--- src/rtl/shift_deserializer_if.sv ---
// Bundle of the serial-bit input and parallel-word output handshakes of shift_deserializer.
// A bit moves when bitValid && bitReady at a rising edge; a word moves when dataValid && dataReady.
interface shift_deserializer_if #(
  parameter int Width = 8
);
  logic             shiftRight;
  logic             bitIn;
  logic             bitValid;
  logic             bitReady;
  logic [Width-1:0] dataOut;
  logic             dataValid;
  logic             dataReady;
  logic             parityErr;

  modport master (
    output shiftRight, bitIn, bitValid, dataReady,
    input  bitReady, dataOut, dataValid, parityErr
  );

  modport slave (
    input  shiftRight, bitIn, bitValid, dataReady,
    output bitReady, dataOut, dataValid, parityErr
  );
endinterface

--- src/rtl/shift_deserializer.sv ---
// Serial-to-parallel receiver: assembles Width bits MSB- or LSB-first into a one-deep output register.
// Optional even-parity bit after each word: define SHIFT_DESERIALIZER_PARITY_EN.
module shift_deserializer #(
  parameter int Width = 8
) (
  input  logic                 clk,
  input  logic                 rst,
  shift_deserializer_if.slave  bus,
  output logic [1:0]           state_o
);
  localparam int CW = $clog2(Width);

  typedef enum logic [1:0] {
    IDLE   = 2'd0,
    DATA   = 2'd1,
    PARITY = 2'd2
  } state_t;

  state_t           state_q;
  logic [CW-1:0]    cnt_q;
  logic             dir_q;
  logic [Width-1:0] sr_q;
  logic [Width-1:0] data_q;
  logic             valid_q;
`ifdef SHIFT_DESERIALIZER_PARITY_EN
  logic             perr_q;
`endif

  logic             dir_d;
  logic [Width-1:0] sr_d;
  logic             last_data;
  logic             last_bit;
  logic             ready;
  logic             accept;
  logic             load_word;

  assign last_data = (state_q == DATA) && (cnt_q == CW'(Width - 1));
`ifdef SHIFT_DESERIALIZER_PARITY_EN
  assign last_bit  = (state_q == PARITY);
`else
  assign last_bit  = last_data;
`endif

  // Only the bit that would complete a word can be stalled by a full output register.
  assign ready     = !rst && !(valid_q && !bus.dataReady && last_bit);
  assign accept    = bus.bitValid && ready;
  assign load_word = accept && last_bit;

  // Direction is taken live on the first bit of a word, then held for the rest of it.
  assign dir_d = (state_q == IDLE) ? bus.shiftRight : dir_q;
  assign sr_d  = dir_d ? {bus.bitIn, sr_q[Width-1:1]} : {sr_q[Width-2:0], bus.bitIn};

  always_ff @(posedge clk or posedge rst) begin
    if (rst) begin
      state_q <= IDLE;
      cnt_q   <= '0;
      dir_q   <= 1'b0;
      sr_q    <= '0;
      data_q  <= '0;
      valid_q <= 1'b0;
`ifdef SHIFT_DESERIALIZER_PARITY_EN
      perr_q  <= 1'b0;
`endif
    end else begin
      if (valid_q && bus.dataReady && !load_word) begin
        valid_q <= 1'b0;
        data_q  <= '0;
`ifdef SHIFT_DESERIALIZER_PARITY_EN
        perr_q  <= 1'b0;
`endif
      end
      if (accept) begin
        case (state_q)
          IDLE: begin
            dir_q   <= bus.shiftRight;
            sr_q    <= sr_d;
            cnt_q   <= CW'(1);
            state_q <= DATA;
          end
          DATA: begin
            sr_q <= sr_d;
            if (cnt_q == CW'(Width - 1)) begin
              cnt_q   <= '0;
`ifdef SHIFT_DESERIALIZER_PARITY_EN
              state_q <= PARITY;
`else
              state_q <= IDLE;
              data_q  <= sr_d;
              valid_q <= 1'b1;
`endif
            end else begin
              cnt_q <= cnt_q + CW'(1);
            end
          end
`ifdef SHIFT_DESERIALIZER_PARITY_EN
          PARITY: begin
            data_q  <= sr_q;
            perr_q  <= (^sr_q) ^ bus.bitIn;
            valid_q <= 1'b1;
            state_q <= IDLE;
          end
`endif
          default: state_q <= IDLE;
        endcase
      end
    end
  end

  assign bus.bitReady  = ready;
  assign bus.dataOut   = data_q;
  assign bus.dataValid = valid_q;
`ifdef SHIFT_DESERIALIZER_PARITY_EN
  assign bus.parityErr = perr_q;
`else
  assign bus.parityErr = 1'b0;
`endif
  assign state_o = state_q;
endmodule

--- src/flat_wrapper.sv ---
// flat-port wrapper written by rule: the top's interface ports become plain ports
module shift_deserializer_flat 
#(
  parameter int Width = 8
)
  (clk, rst, state_o, bus_shiftRight, bus_bitIn, bus_bitValid, bus_dataReady, bus_bitReady, bus_dataOut, bus_dataValid, bus_parityErr);
  shift_deserializer_if #(.Width(Width)) bus_i ();
  input  logic clk;
  input  logic rst;
  output logic [1:0] state_o;
  input wire logic [$bits(bus_i.shiftRight)-1:0] bus_shiftRight;
  input wire logic [$bits(bus_i.bitIn)-1:0] bus_bitIn;
  input wire logic [$bits(bus_i.bitValid)-1:0] bus_bitValid;
  input wire logic [$bits(bus_i.dataReady)-1:0] bus_dataReady;
  output wire logic [$bits(bus_i.bitReady)-1:0] bus_bitReady;
  output wire logic [$bits(bus_i.dataOut)-1:0] bus_dataOut;
  output wire logic [$bits(bus_i.dataValid)-1:0] bus_dataValid;
  output wire logic [$bits(bus_i.parityErr)-1:0] bus_parityErr;
  assign bus_i.shiftRight = bus_shiftRight;
  assign bus_i.bitIn = bus_bitIn;
  assign bus_i.bitValid = bus_bitValid;
  assign bus_i.dataReady = bus_dataReady;
  assign bus_bitReady = bus_i.bitReady;
  assign bus_dataOut = bus_i.dataOut;
  assign bus_dataValid = bus_i.dataValid;
  assign bus_parityErr = bus_i.parityErr;
  shift_deserializer #(.Width(Width)) u_core (.clk(clk), .rst(rst), .bus(bus_i), .state_o(state_o));
endmodule
--- config.mk ---
export PLATFORM = sky130hd
export DESIGN_NAME = shift_deserializer_flat
export DESIGN_NICKNAME = d
export VERILOG_FILES = /design/src/rtl/shift_deserializer_if.sv /design/src/rtl/shift_deserializer.sv /design/src/flat_wrapper.sv
export SDC_FILE = /design/constraint.sdc
export NUM_CORES = 1
export LEC_CHECK = 0
export BUFFER_PORTS_ARGS = -buffer_cell sky130_fd_sc_hd__clkbuf_2
export CAP_MARGIN = 25
export CORE_MARGIN = 1.5
export CORE_UTILIZATION = 35
export CTS_BUF_LIST = sky130_fd_sc_hd__clkbuf_4 sky130_fd_sc_hd__clkbuf_8 sky130_fd_sc_hd__clkbuf_16
export DETAILED_ROUTE_END_ITERATION = 16
export PLACE_DENSITY = 0.63
export REMOVE_ABC_BUFFERS = 1
export SYNTH_ARGS = -nofsm -noshare
export SYNTH_HDL_FRONTEND = slang
export SYNTH_SLANG_ARGS = --single-unit
export TNS_END_PERCENT = 10
--- constraint.sdc ---
create_clock -name clk -period 3.5 [get_ports clk]
set_input_delay 0.7 -clock clk [delete_from_list [all_inputs] [get_ports clk]]
set_output_delay 0.7 -clock clk [all_outputs]
set_load 0.03 [all_outputs]
Word level (Yosys, flattened, before mapping)
Index checks and enable logic that the tools add are counted.
{ "word_totals": {"regBits": 23, "inputBits": 6, "output_inout_bits": 13, "elab_cells": 42} }
{ "op_classes": {"add_sub_neg": 1, "n_eq_ne": 3, "mux": 14, "n_reduce_logical": 18} }
{ "ops": {"columns": ["operator", "n"], "rows": [
  ["8-bit 2-to-1 mux", 5],
  ["1-bit logical AND", 8],
  ["3-bit one-hot mux with 2 select lines", 1],
  ["2-bit AND reduction", 3],
  ["1-bit 2-to-1 mux", 5],
  ["1-bit zero test", 4],
  ["2-bit one-hot mux with 2 select lines", 1],
  ["3-bit by 1-bit adder with 3-bit output, second input constant", 1],
  ["3-bit equality test, second input constant", 1],
  ["3-bit 2-to-1 mux", 1],
  ["2-bit by 1-bit equality test with 1-bit output, second input constant", 1],
  ["2-bit zero test", 1],
  ["2-bit 2-to-1 mux", 1],
  ["2-bit inequality test, second input constant", 1],
  ["2-bit nonzero test", 1],
  ["2-bit OR reduction", 1]
]} }

Depth between registers and ports, before layout
Gate-level depths: netlist (run 1).
{ "depth": {"word_depth": 13, "mapped_depth": 6, "ltp_nobuf": 5} }

Worst setup path before layout (run 1)
OpenSTA, ideal clock, no wires.
{ "synth_timing": {"kind": "input -> output", "start": "in rst", "end": "out bus_bitReady", "arrival_ns": 1.566, "required_time_ns": 2.800, "setup_slack_ns": 1.234, "cell_stages": 2, "n_path_buf": 0, "path_cell_list": "inv_1 > o21a_1"} }
{ "synth_via": {"elab_chain_len": 2} }
{ "synth_rtl": {"columns": ["element", "line_no", "source"], "rows": [
  ["from (decl)", "flat_wrapper.sv:9", "input logic rst;"],
  ["1-bit zero test", "shift_deserializer.sv:45", "assign ready = !rst && !(valid_q && !bus.dataReady && last_bit);"],
  ["1-bit logical AND", "shift_deserializer.sv:45", null],
  ["to (decl)", "flat_wrapper.sv:15", "output wire logic [$bits(bus_i.bitReady)-1:0] bus_bitReady;"]
]} }
No other way between the ends.

Final worst setup path (run 1)
{ "layout_timing": {"start": "reg u_core.cnt_q[0]", "end": "out bus_bitReady"} }
{ "layout_via": {"elab_chain_len": 5} }
{ "layout_rtl": {"columns": ["element", "line_no", "source"], "rows": [
  ["from (decl)", "shift_deserializer.sv:20", "logic [CW-1:0] cnt_q;"],
  ["from (signal assigned)", "shift_deserializer.sv:92", "cnt_q <= cnt_q + CW'(1);"],
  ["3-bit equality test", "shift_deserializer.sv:37", "assign last_data = (state_q == DATA) && (cnt_q == CW'(Width - 1));"],
  ["1-bit logical AND", "shift_deserializer.sv:37", null],
  ["1-bit logical AND", "shift_deserializer.sv:45", null],
  ["1-bit zero test", "shift_deserializer.sv:45", null],
  ["1-bit logical AND", "shift_deserializer.sv:45", null]
]} }
No other way between the ends.

==> Implementation_results.wiki, run 1 <==
{| class="wikitable"
! Metric !! Value
|-
| Count of final max-slew check failures || 0
|-
| Average instance area after synthesis || 12.0 um^2
|-
| Maximum vdd drop || 0.000213 V
|-
| Startpoint kind of the worst setup timing path || register
|-
| Portion of the post-synthesis area used by sequential elements || 51.3%
|-
| Clock latency of the later-clocked register in the worst-skew pair || approximately 0.31 ns
|-
| Delay-heaviest family, CP || flip-flops
|-
| Class of the most critical setup path || reg -> out
|-
| Fin crit period || 2.23 ns
|-
| Number of hold buffers added after CTS || 0
|-
| H-Tree Depth || 1
|-
| Maximum buffer depth of the clock tree || 2
|-
| Dpl cells || 133
|-
| Iter 0 DRT Violations || 18
|-
| Warnings, synthesis || 0
|-
| Total standard cell area after synthesis || ~0.0011 mm^2
|-
| Total GRT Usage || 12.4%
|-
| Antenna Nets Post-Route || 0
|-
| Count of nets after finishing || 115
|-
| Clock Sink Count || 22
|-
| Slew headroom || between 50% and 60%
|-
| Crit Reg-Reg Endpoint || u_core.sr_q[5]$_DFFE_PP0N_
|-
| Number of instances in the synthesized netlist || 89
|-
| Layout Area Growth over Synthesis || 12.1%
|-
| Buffering stage count on the worst path with inverters included || 1
|-
| Xor/xnor share of the synthesized area || 0%
|-
| Synthesized flop and latch total || 22
|-
| CP max stage cell || dfrtp_1
|-
| Netlist cell types || 18
|-
| Final design instance area without fill || 0.00120 mm^2
|-
| Signal arrival time at the worst endpoint || 1.53 ns
|-
| Launch instance of the worst register-to-register path || u_core.cnt_q[0]$_DFFE_PP0N_
|-
| Buffers inserted during post-CTS setup optimization || 0
|-
| Number of global-route vias before repair || 719
|-
| Die area || 0.00340 mm^2
|-
| Leakage || 0.654 nW
|-
| Final-layout setup total negative slack || 0 ns
|-
| Reg2reg path depth || 5
|-
| Number of buffers created by CTS || 3
|-
| Maximum clock skew at final layout || 0.00269 ns
|-
| Final core utilization || 42.5%
|-
| Gpl congestion || 0.722
|-
| First-pass GRT wire length || 3170 um
|-
| Die H || 58.4 um
|-
| Complex-gate fraction of the synthesized area || 2.57%
|-
| Post-synthesis share of cell area spent on full adders, half adders and majority gates || 2.33%
|-
| Final routed wire length divided by cell count || 13.1 um
|-
| Stage delay of the slowest cell on the critical path || about 0.42 ns
|-
| Fraction of layout instances using a drive strength above 1 || 27.4%
|-
| Hpwl dp || between 1000 and 1500 um
|-
| Clock-pin slew on the worst setup and hold paths || 0.12 ns
|-
| DP Area || 0.00117 mm^2
|-
| GR Overflow Total || 0
|-
| Hold slack || 0.403 ns
|-
| RSZ-0062 raised after global routing || no
|-
| Slew of the pin with the lowest slew margin || approximately 0.7 ns
|-
| Setup slack of the most critical reg-to-reg path || ~1.5 ns
|-
| Wirelength, routed || 1800 um
|-
| Minimum setup slack after placement || 1.30 ns
|-
| Number of max-capacitance violations reported || 0
|-
| Core Footprint || between 0.002 and 0.003 mm^2
|-
| Number of iterations in the first detailed-routing pass || 3
|-
| Tcrit/Tclk final || 63.7%
|-
| Setup WS post-layout || 1.27 ns
|-
| CTS tree || done
|-
| Width of the chip || around 58 um
|-
| Number of failing hold endpoints at the final stage || 0
|-
| Worst path cell trace || ha_1 > ha_1 > nand2_1 > o21a_1 > clkbuf_2
|-
| Worst hold-check path type || in -> async
|-
| Average via count per standard cell || 4.82
|-
| Maximum fanout count along the critical path || 3
|-
| Critical Path RT || roughly 2.8 ns
|-
| Power density of the placed cells || 869 mW/mm^2
|-
| Critical path capture point type || output port
|-
| CP most frequent cell || ha_1
|-
| Number of instances resized during post-cts repair || 0
|-
| Cell at the root of the clock tree || clkbuf_4
|-
| Number of port buffers || 16
|-
| Count of non-filler cells in the finished layout || 137
|-
| Combinational family with the most area after synthesis || multiplexers
|-
| Maximum number of pins on one net before global-route repair || 24
|-
| Final-report setup violation count || 0
|-
| Outcome || finished, final reports clean
|-
| Antenna violations before repair || 0
|-
| ANT cells || 0
|-
| Fraction of synthesized area in multiplexers || 29.8%
|-
| Number of I/O pins || 19
|-
| Total number of placement rows || 19
|-
| Effective utilization at floorplan || 37.9%
|-
| PnR Total Power || 1.05 mW
|-
| Top achievable clock speed || 448 MHz
|-
| Drc violations || 0
|-
| Synthesized-area fraction occupied by and/or/nand/nor cells || 6.77%
|-
| Vias after detailed routing || 661
|}
## worst register-to-register path: cells and delay by family, from the launching register on
kind            cells  cell delay, ns
fa+ha+maj           2            0.40
flops               1            0.42
simple gates        1            0.09
mux                 1            0.41
compound gates      1            0.57
## synth_stat cells (all sizes together)
master / number / area share (%)
buf: 5 / 3.4
conb: 1 / 0.35
nand2: 11 / 3.9
mux2: 7 / 8.1
dfrtp: 22 / 51
nor2b: 1 / 0.58
nand2b: 1 / 0.58
and2: 2 / 1.2
o21a: 3 / 2.1
mux2i: 22 / 22
nand4: 1 / 0.58
o21ai: 1 / 0.47
inv: 10 / 3.5
ha: 2 / 2.3
## sequential cells by signal (all words and copies together), names as in the netlist
| register | cells |
|---|---|
| u_core.bus.dataValid | 1 |
| u_core.dir_q | 1 |
| u_core.sr_q | 8 |
| u_core.cnt_q | 3 |
| u_core.state_o | 1 |
| u_core.bus.dataOut | 8 |
## power breakdown
group          internal [mW]  switching, mW  leakage, nW
combinational          0.202          0.257        0.366
sequential             0.367         0.0788        0.267
clock                 0.0636         0.0771       0.0210
total                  0.632          0.413        0.654
## worst max path at each step
stage	start	to	slack, ns	cells after the start
2_1_floorplan	rst	bus_bitReady	1.23	2
3_3_place_gp	rst	bus_bitReady	1.31	5
3_5_place_dp	rst	bus_bitReady	1.30	5
4_1_cts	u_core.cnt_q[0]$_DFFE_PP0N_	bus_bitReady	1.25	5
5_1_grt	u_core.cnt_q[0]$_DFFE_PP0N_	bus_bitReady	1.16	5
6_report	u_core.cnt_q[0]$_DFFE_PP0N_	bus_bitReady	1.27	5
## per-layer routing
metal  up-vias  global-route usage (%)  wire, um
met5         -                       0         0
met4         0                    6.98        42
met3         5                    2.64        62
met2        13                    20.2       884
met1       321                    15.1       811
li1        322                       -         -
## layout make-up
| class | count | area [um^2] |
|---|---|---|
| Fill cell | 278 | 1630 |
| Sequential cell | 22 | 551 |
| Multi-Input combinational cell | 53 | 452 |
| Timing Repair Buffer | 17 | 87.6 |
| Tap cell | 31 | 38.8 |
| Inverter | 10 | 37.5 |
| Clock buffer | 4 | 36.3 |
## layout by cell type, fill, tap and decap left out, drive strengths merged
cell type	count
nand2b	1
mux2	7
nor2b	1
buf	1
o21ai	1
and2	2
dfrtp	22
nand4	1
conb	2
nand2	11
clkbuf	20
ha	2
o21a	3
mux2i	22
inv	10
## kinds of logic after synthesis
logic type,Yosys count
muxes,29
DFF,22
and+or+nand+nor,16
buffers and inverters,15
AOI/OAI and AO/OA,4
adders and majority gates,2
other,1
Note: power is estimated with default switching activity, not from simulation.
==> run 2, diff against run 1 <==
==> constraint.sdc (replaced) <==
create_clock -name clk -period 2.3 [get_ports clk]
set_input_delay 0.46 -clock clk [delete_from_list [all_inputs] [get_ports clk]]
set_output_delay 0.46 -clock clk [all_outputs]
set_load 0.03 [all_outputs]
==> Implementation_results.wiki, run 2 (synthesized netlist as in run 1, its figures left out) <==
{| class="wikitable"
! Metric !! Value
|-
| Iter 0 DRT Violations || 18
|-
| Clock-pin slew on the worst setup and hold paths || about 0.12 ns
|-
| Wirelength, routed || 1830 um
|-
| Layout Area Growth over Synthesis || 13.5%
|-
| Highest-count cells in the layout ignoring fill and taps || dfrtp_1, mux2i_1, clkbuf_2
|-
| Clock Sink Count || 22
|-
| Number of port buffers || 16
|-
| ANT cells || 0
|-
| Crit Reg-Reg Endpoint || u_core.sr_q[0]$_DFFE_PP0N_
|-
| Launch instance of the worst register-to-register path || u_core.cnt_q[0]$_DFFE_PP0N_
|-
| Reg area || 551 um^2
|-
| Maximum number of pins on one net before global-route repair || 23
|-
| Hpwl dp || between 1000 and 1500 um
|-
| Maximum vdd drop || 0.000358 V
|-
| Final routed wire length divided by cell count || 13.2 um
|-
| Critical Path RT || roughly 1.8 ns
|-
| Worst hold-check path type || in -> async
|-
| Fraction of layout instances using a drive strength above 1 || 28.7%
|-
| Final-layout setup total negative slack || 0 ns
|-
| Count of nets after finishing || 117
|-
| Setup slack of the most critical reg-to-reg path || 0.54 ns
|-
| Die H || 58.4 um
|-
| Cell at the root of the clock tree || clkbuf_4
|-
| Tcrit/Tclk final || 85.9%
|-
| Total GRT Usage || 12.5%
|-
| Average via count per standard cell || 4.81
|-
| Total number of placement rows || 19
|-
| Number of hold buffers added after CTS || 0
|-
| CTS tree || done
|-
| Number of inserted filler cells in the final layout || 262
|-
| Stage delay of the slowest cell on the critical path || 0.41 ns
|-
| Fin crit period || 1.98 ns
|-
| Number of buffers created by CTS || 3
|-
| Number of I/O pins || 19
|-
| Critical path capture point type || output port
|-
| H-Tree Depth || 1
|-
| Reg2reg path depth || 6
|-
| Signal arrival time at the worst endpoint || 1.52 ns
|-
| Die area || 0.00340 mm^2
|-
| Number of global-route vias before repair || between 600 and 700
|-
| Antenna Nets Post-Route || 0
|-
| Most common cell after layout, fill and taps aside || dfrtp_1
|-
| Maximum fanout count along the critical path || 3
|-
| Buffers inserted during post-CTS setup optimization || 0
|-
| Number of failing hold endpoints at the final stage || 0
|-
| GR Overflow Total || 0
|-
| First-pass GRT wire length || roughly 3200 um
|-
| Startpoint kind of the worst setup timing path || register
|-
| Area used by multi-input combinational logic || 452 um^2
|-
| Vias after detailed routing || 668
|-
| Top achievable clock speed || 506 MHz
|-
| Maximum clock skew at final layout || around 0.0067 ns
|-
| PnR Total Power || 1.60 mW
|-
| Delay-heaviest family, CP || flip-flops
|-
| Gpl congestion || 0.701
|-
| Buffering stage count on the worst path with inverters included || 1
|-
| Number of max-capacitance violations reported || 0
|-
| Power density of the placed cells || 1310 mW/mm^2
|-
| Final-report setup violation count || 0
|-
| Worst Setup SP || u_core.cnt_q[0]$_DFFE_PP0N_
|-
| Width of the chip || 58.4 um
|-
| Effective utilization at floorplan || 37.9%
|-
| Antenna violations before repair || 0
|-
| Count of final max-slew check failures || 0
|-
| Maximum buffer depth of the clock tree || 2
|-
| Leakage || roughly 0.66 nW
|-
| RSZ-0062 raised after global routing || no
|-
| CP most frequent cell || ha_1
|-
| Class of the most critical setup path || reg -> out
|-
| Number of instances resized during post-cts repair || 0
|-
| CP max stage cell || dfrtp_1
|-
| Drc violations || 0
|-
| Clock latency of the later-clocked register in the worst-skew pair || about 0.30 ns
|-
| Outcome || finished, final reports clean
|-
| Core Footprint || 0.00283 mm^2
|-
| Worst path cell trace || ha_1 > ha_1 > nand2_1 > o21a_1 > clkbuf_2
|-
| Number of iterations in the first detailed-routing pass || 3
|}
-- run 2: cell types whose count changed in the layout (fill, tap and decap cells not counted) --
cell	before	now
buf_4	1	3
-- run 2: worst max-delay path by stage --
stage	endpoint	slack, ns	cells past startpoint
floorplan	u_core.sr_q[5]$_DFFE_PP0N_	0.48	3
global placement	u_core.sr_q[5]$_DFFE_PP0N_	0.54	3
detailed placement	u_core.sr_q[0]$_DFFE_PP0N_	0.52	6
CTS	bus_bitReady	0.31	5
global route	bus_bitReady	0.23	5
finish	bus_bitReady	0.32	5
-- run 2: cell type report --
class | instances | share of cell area, %
multi-input combinational | 53 | 37.1
clock buffer | 4 | 2.98
timing repair buffer | 19 | 8.43
sequential | 22 | 45.2
inverter | 10 | 3.08
tap | 31 | 3.19
-- run 2: power by group --
| part | leakage, nW | internal, mW | switching [mW] |
|---|---|---|---|
| combinational | 0.375 | 0.313 | 0.400 |
| sequential | 0.267 | 0.558 | 0.118 |
| clock | 0.0210 | 0.0966 | 0.114 |
-- run 2: layer usage --
metal	vias to the layer above	share of wire, %	GRT usage [%]
met5	-	0	0
met3	2	2.8	3.30
li1	330	-	-
met1	326	45	15.8
met4	0	0.93	4.98
met2	10	51	20.4
-- run 2: worst register-to-register path: cells and delay by family, from the launching register on --
kind                     cells  cell delay [ns]
adder cells (fa/ha/maj)      2             0.40
multiplexers                 1             0.20
AND/OR/NAND/NOR              1             0.10
AO/OA/AOI/OAI                1             0.33
flip-flops                   1             0.41
buffers and inverters        1             0.25
-- run 2: stage by stage --
stage / hold WS, ns / utilization [%] / cell area, um^2 / instances / worst slack [ns]
after floorplan: 0.458 / - / 1040 / 85 / 0.482
after global placement: 0.511 / 41.8 / 1180 / 135 / 0.538
after detailed placement: 0.522 / 41.8 / 1180 / 135 / 0.524
after CTS: 0.201 / 43.0 / 1220 / 139 / 0.307
after global routing: 0.204 / 43.0 / 1220 / 139 / 0.234
final: 0.193 / 43.0 / 1220 / 139 / 0.324
